**config.mk**
```make
export PLATFORM = sky130hd
export DESIGN_NAME = count_sat_monitor_flat
export DESIGN_NICKNAME = d
export VERILOG_FILES = /design/src/rtl/count_sat_monitor_if.sv /design/src/rtl/count_sat_monitor.sv /design/src/flat_wrapper.sv
export SDC_FILE = /design/constraint.sdc
export NUM_CORES = 1
export LEC_CHECK = 0
export ABC_AREA = 1
export BUFFER_PORTS_ARGS = -buffer_cell sky130_fd_sc_hd__buf_2
export CELL_PAD_IN_SITES_DETAIL_PLACEMENT = 0
export CELL_PAD_IN_SITES_GLOBAL_PLACEMENT = 1
export CORE_MARGIN = 3
export CORE_UTILIZATION = 45
export CTS_BUF_LIST = sky130_fd_sc_hd__clkbuf_16
export DETAILED_ROUTE_END_ITERATION = 10
export PLACE_DENSITY = 0.85
export SLEW_MARGIN = 20
export SYNTH_ARGS = -nofsm -noshare
export SYNTH_HDL_FRONTEND = slang
export SYNTH_SLANG_ARGS = --single-unit
```
**constraint.sdc**
```tcl
create_clock -name clk -period 4.63 [get_ports clk]
set_clock_uncertainty 0.1 [all_clocks]
set_input_delay 0 -clock clk [delete_from_list [all_inputs] [get_ports clk]]
set_output_delay 0 -clock clk [all_outputs]
set_load 0.01 [all_outputs]
```
**src/rtl/count_sat_monitor_if.sv**
```systemverilog
// Bus between the sn/i counter stage, the result sink and count_sat_monitor.
// The monitor connects through the master modport; the counter/sink side uses slave.
//
// Handshake: res_valid rises only together with a complete record
// (res_sn/res_stalls/res_err). The record stays constant and res_valid stays
// high until a posedge at which res_valid && res_ready. That edge is the single
// transfer. res_ready may be high before res_valid, but that does not make the
// transfer happen any earlier.
interface count_sat_monitor_if #(
    parameter int WIDTH   = 8,
    parameter int STALL_W = 16
);
    logic [WIDTH-1:0]   sn_in;
    logic [WIDTH-1:0]   i_in;
    logic               res_ready;
    logic               res_valid;
    logic [WIDTH-1:0]   res_sn;
    logic [STALL_W-1:0] res_stalls;
    logic               res_err;
    logic               err_live;
    logic               busy;
    logic [1:0]         state_dbg;   // FSM state: 0 IDLE, 1 TRACK, 2 REPORT, 3 HALT

    modport master (
        input  sn_in, i_in, res_ready,
        output res_valid, res_sn, res_stalls, res_err, err_live, busy, state_dbg
    );

    modport slave (
        output sn_in, i_in, res_ready,
        input  res_valid, res_sn, res_stalls, res_err, err_live, busy, state_dbg
    );
endinterface

```
**src/rtl/count_sat_monitor.sv**
```systemverilog
// Monitor for the gated saturating sn/i counter. It follows each run from
// (i=1, sn=0) to i=LIMIT+1. On every cycle it checks that the pair is
// consistent and counts the cycles in which i does not advance. When the run
// ends it sends one result record over a valid/ready handshake.
module count_sat_monitor #(
    parameter int WIDTH   = 8,
    parameter int LIMIT   = 200,
    parameter int STALL_W = 16
) (
    input logic clk,
    input logic rst,
    count_sat_monitor_if.master bus
);
    typedef enum logic [1:0] {
        IDLE   = 2'd0,
        TRACK  = 2'd1,
        REPORT = 2'd2,
        HALT   = 2'd3
    } state_t;

    localparam logic [WIDTH-1:0]   ONE    = WIDTH'(1);
    // LIMIT+1 must fit in WIDTH bits. If it does not, the terminal value wraps.
    localparam logic [WIDTH-1:0]   TERM_I = WIDTH'(LIMIT + 1);
    localparam logic [STALL_W-1:0] S_ONE  = STALL_W'(1);

    state_t             state, state_nxt;
    logic [WIDTH-1:0]   prev_i, prev_sn;
    logic [WIDTH-1:0]   di, ds;
    logic [STALL_W-1:0] stalls, stalls_nxt;
    logic               err_q;
    logic               res_valid_q, res_err_q;
    logic [WIDTH-1:0]   res_sn_q;
    logic [STALL_W-1:0] res_stalls_q;
    logic               start_c, term_c, stall_now, viol, arm;

    // Per-cycle comparison of the sampled pair against the previous sample (mod 2^WIDTH)
    always_comb begin
        di         = bus.i_in - prev_i;
        ds         = bus.sn_in - prev_sn;
        start_c    = (bus.i_in == ONE) && (bus.sn_in == '0);
        term_c     = (bus.i_in == TERM_I);
        stall_now  = (di == '0);
        viol       = ((di != '0) && (di != ONE)) ||
                     (ds != di) ||
                     (bus.sn_in != (bus.i_in - ONE)) ||
                     (bus.i_in > TERM_I);
        stalls_nxt = (stall_now && (stalls != '1)) ? (stalls + S_ONE) : stalls;
    end

    // Next-state logic. arm marks the cycles in which a new run starts tracking
    always_comb begin
        state_nxt = state;
        arm       = 1'b0;
        case (state)
            IDLE, HALT: begin
                if (start_c) begin
                    state_nxt = TRACK;
                    arm       = 1'b1;
                end
            end
            TRACK: begin
                if (term_c) state_nxt = REPORT;
            end
            REPORT: begin
                if (res_valid_q && bus.res_ready) begin
                    arm       = start_c;
                    state_nxt = start_c ? TRACK : HALT;
                end
            end
            default: state_nxt = IDLE;
        endcase
    end

    // State register
    always_ff @(posedge clk) begin
        if (rst) state <= IDLE;
        else     state <= state_nxt;
    end

    // Run tracking, stall count, sticky error and the result record
    always_ff @(posedge clk) begin
        if (rst) begin
            prev_i       <= '0;
            prev_sn      <= '0;
            stalls       <= '0;
            err_q        <= 1'b0;
            res_valid_q  <= 1'b0;
            res_sn_q     <= '0;
            res_stalls_q <= '0;
            res_err_q    <= 1'b0;
        end else begin
            if (arm) begin
                prev_i  <= bus.i_in;
                prev_sn <= bus.sn_in;
                stalls  <= '0;
                err_q   <= 1'b0;
            end else if (state == TRACK) begin
                prev_i  <= bus.i_in;
                prev_sn <= bus.sn_in;
                stalls  <= stalls_nxt;
                if (viol) err_q <= 1'b1;
            end
            if ((state == TRACK) && term_c) begin
                res_valid_q  <= 1'b1;
                res_sn_q     <= bus.sn_in;
                res_stalls_q <= stalls_nxt;
                res_err_q    <= err_q | viol;
            end else if ((state == REPORT) && bus.res_ready) begin
                res_valid_q  <= 1'b0;
            end
        end
    end

    // Output drive
    always_comb begin
        bus.res_valid  = res_valid_q;
        bus.res_sn     = res_sn_q;
        bus.res_stalls = res_stalls_q;
        bus.res_err    = res_err_q;
        bus.err_live   = err_q;
        bus.busy       = (state == TRACK) || (state == REPORT);
        bus.state_dbg  = state;
    end
endmodule

```
**src/flat_wrapper.sv**
```systemverilog
// flat-port wrapper written by rule: the top's interface ports become plain ports
module count_sat_monitor_flat 
#(
    parameter int WIDTH   = 8,
    parameter int LIMIT   = 200,
    parameter int STALL_W = 16
)
  (clk, rst, bus_sn_in, bus_i_in, bus_res_ready, bus_res_valid, bus_res_sn, bus_res_stalls, bus_res_err, bus_err_live, bus_busy, bus_state_dbg);
  count_sat_monitor_if #(.WIDTH(WIDTH), .STALL_W(STALL_W)) bus_i ();
  input logic clk;
  input logic rst;
  input wire logic [$bits(bus_i.sn_in)-1:0] bus_sn_in;
  input wire logic [$bits(bus_i.i_in)-1:0] bus_i_in;
  input wire logic [$bits(bus_i.res_ready)-1:0] bus_res_ready;
  output wire logic [$bits(bus_i.res_valid)-1:0] bus_res_valid;
  output wire logic [$bits(bus_i.res_sn)-1:0] bus_res_sn;
  output wire logic [$bits(bus_i.res_stalls)-1:0] bus_res_stalls;
  output wire logic [$bits(bus_i.res_err)-1:0] bus_res_err;
  output wire logic [$bits(bus_i.err_live)-1:0] bus_err_live;
  output wire logic [$bits(bus_i.busy)-1:0] bus_busy;
  output wire logic [$bits(bus_i.state_dbg)-1:0] bus_state_dbg;
  assign bus_i.sn_in = bus_sn_in;
  assign bus_i.i_in = bus_i_in;
  assign bus_i.res_ready = bus_res_ready;
  assign bus_res_valid = bus_i.res_valid;
  assign bus_res_sn = bus_i.res_sn;
  assign bus_res_stalls = bus_i.res_stalls;
  assign bus_res_err = bus_i.res_err;
  assign bus_err_live = bus_i.err_live;
  assign bus_busy = bus_i.busy;
  assign bus_state_dbg = bus_i.state_dbg;
  count_sat_monitor #(.WIDTH(WIDTH), .LIMIT(LIMIT), .STALL_W(STALL_W)) u_core (.clk(clk), .rst(rst), .bus(bus_i));
endmodule
```
==> out/results.ini <==
[cells_and_area]
finalNetCount=738
fin_area_mm2=0.00504
final_core_util_pct=56.2
syn_to_final_growth_pct=18.1
num_antenna_cells=0
drive_gt1_share_pct=14.9

[yosys]
synthMuxAreaShare_pct=0
synthSimpleGateAreaFrac_pct=34.7
synthXorXnorAreaFrac_pct=3.49
synth_top_family_by_area=simple AND/OR/NAND/NOR gates
yosysTopAreaCellShare_pct=28.6
ys_ff_latch=61
synth_compound_area_share_pct=13.3
synth_cell_type_count=38
synth_nets=681
postSynthCellCount=638
synth_flop_cell=dfxtp_1
synth_edf_count=0
ys_seq_area_share_pct=28.6
synthesis.area_mm2=0.00427
avgSynthCellArea_um2=6.69
synthAdderAreaFrac_pct=7.38
synthTopCellsByArea=dfxtp_1 (29%), nand2_1 (11%), inv_1 (9.1%)
yosysWarnings=0
async_reset_ff_share_pct=0
synth_top_area_cell=dfxtp_1

[placed_design]
place.gp.congestion=0.855
pre_cts_slack_ns=1.12
place_area_mm2=0.00457
dp_hpwl_um=7730
io_buffers=48

[clocking]
clk_root_buffer_cell=clkbuf_16
clk_path_buf_depth=2
clk_pin_slew_ns=0.06
numCtsBuffers=9
cts_sinks=61
cts_tree=built
clock_latency_ns=0.33
htreeDepth=3
post_cts_resize_count=0

[global_route]
grt_first_pass_wirelength_um=17900
grt_usage_pct=21.1
grt_pass1_vias=3699
grt_max_degree=44
grt_overflow=0
antenna_found_initial=0

[route]
routed_via_density=4.97
routed_wl_um=10700
drt_iter0_markers=199
m1WireLength_um=5470
top_layer=met4
final_antenna_net_count=0
met3_length_um=548
vias=4102
route.detailed.drc=0
met2_length_um=4620
wl_per_cell_um=13.0
drt_pass1_iterations=4

[sta]
final.setup.tns_ns=0
worst_pin_slew_ns=0.957
finalWorstSetupSlack_ns=0.710
setup_violations=0
maxSlewViolCount=0
rsz0062_at_grt=no
whs_ns=-0.000927
max_slew_margin_pct=36.2
min_period_ns=3.92
hold_viol_final=1
max_freq_ghz=0.255
post-route-period-util_pct=84.7

[floorplanning]
io_pins=49
dieArea_mm2=0.0107
die_y_um=103
rows=34
die_x_um=103
coreArea_mm2=0.00898
initial_core_util_pct=47.6

[worst_setup_path]
critPathRequiredTime_ns=4.81
arrival_ns=4.10
path_class=flop to flop
critical_path.startpoint_type=flop
crit_path_max_fanout=33
critPathCaptureType=flop

[power]
vdd_drop_max_v=0.000235
power.density_mw_per_mm2=455
p_leak_nw=2.49

[outcome]
violations=hold timing
status=complete, but fails checks

[worst_hold_path]
worst_hold_path_type=primary input to flop

[flow_run]
cap_violations=0

cell usage after synthesis (2+ instances only):
library cell / count
nand2_2: 14
nand2_4: 6
a21oi_2: 2
clkbuf_1: 11
buf_2: 5
xnor2_1: 3
nand4_2: 4
nor3b_1: 2
dfxtp_1: 61
inv_2: 2
o21ai_0: 30
nand2_1: 127
a21oi_1: 50
inv_1: 104
nor3_1: 3
nand3_1: 60
nand3b_1: 6
fa_1: 2
o21a_1: 17
ha_1: 22
nand4_1: 22
clkinv_1: 2
nor2_1: 52
clkbuf_4: 3
xor2_1: 14
nor2_2: 2
sequential cells by signal, indices dropped and copies added, names as in the netlist:
register and flops:
u_core.bus.err_live 1, u_core.bus.res_err 1, u_core.bus.res_sn 8, u_core.bus.res_stalls 16, u_core.bus.res_valid 1, u_core.bus.state_dbg 2, u_core.prev_i 8, u_core.prev_sn 8
u_core.stalls 16
where the power goes:
part	leakage (nW)	internal, mW	switching (mW)
combinational	1.85	0.331	0.579
sequential	0.496	0.621	0.0870
clock	0.142	0.418	0.258
area by class of cell:
type | count | area, um^2
Sequential cell | 61 | 1220
Timing Repair Buffer | 68 | 433
Clock inverter | 7 | 76.3
Clock buffer | 9 | 225
Inverter | 108 | 405
Multi-Input combinational cell | 447 | 2520
Tap cell | 126 | 158
Fill cell | 895 | 3930
worst max-delay path: stages, from the launching register on:
cell,delay (ns)
dfxtp_1,0.33
inv_1,0.10
ha_1,0.79
clkinv_1,0.75
nor2_4,0.62
buf_4,0.42
inv_1,0.08
a21oi_1,0.12
dlygate4sd3_1,0.54
metal layers:
| metal | vias up | global-route usage [%] |
|---|---|---|
| li1 | 2161 | - |
| met1 | 1837 | 31.1 |
| met2 | 98 | 31.5 |
| met3 | 6 | 3.62 |
| met4 | 0 | 6.37 |
| met5 | - | 0 |
cells by family after synthesis:
| group | count (synthesis) |
|---|---|
| flops | 61 |
| fa+ha+maj | 24 |
| buf+inv | 130 |
| simple gates | 304 |
| compound gates | 102 |
| xor+xnor | 17 |
placed cells by master, fill, tap and decap left out, types with 3 or more instances in the layout:
cell,Yosys,final
buf_4,1,3
o21ai_0,30,30
nor3_1,3,3
buf_2,5,48
xnor2_1,3,3
nand3b_1,6,6
dfxtp_1,61,61
nand4_2,4,4
nor2_1,52,51
nand2_2,14,14
nand3_1,60,60
clkinv_4,0,3
inv_1,104,104
nand4_1,22,22
clkbuf_16,0,9
o21a_1,17,17
xor2_1,14,14
nand2_4,6,6
a21oi_1,50,50
ha_1,22,22
nand2_1,127,127
dlygate4sd3_1,0,17
final timing paths:
check                          startpoint  cells after the start  slack, ns              endpoint
setup / recovery  u_core.bus.state_dbg[1]                      8       0.71  u_core.bus.res_valid
setup reg to reg  u_core.bus.state_dbg[1]                      8       0.71  u_core.bus.res_valid
hold / removal               bus_sn_in[1]                      3    -0.0009  u_core.bus.res_sn[1]
hold reg to reg       u_core.bus.err_live                      2       0.39   u_core.bus.err_live
through the flow:
step           hold slack, ns  total power, mW  std cells
2_1_floorplan         -0.0309             1.42        638
3_3_place_gp            0.103             1.59        793
3_5_place_dp           0.0977             1.61        793
4_1_cts               0.00600             2.30        826
5_1_grt                0.0443             2.47        826
6_report            -0.000927             2.29        826
repair_timing:
action | in CTS | in global routing
endpoints found under the hold margin | 22 | 0
setup buffers | 0 | 0
hold buffers | 17 | 0
Power figures use the tool's default switching activity.
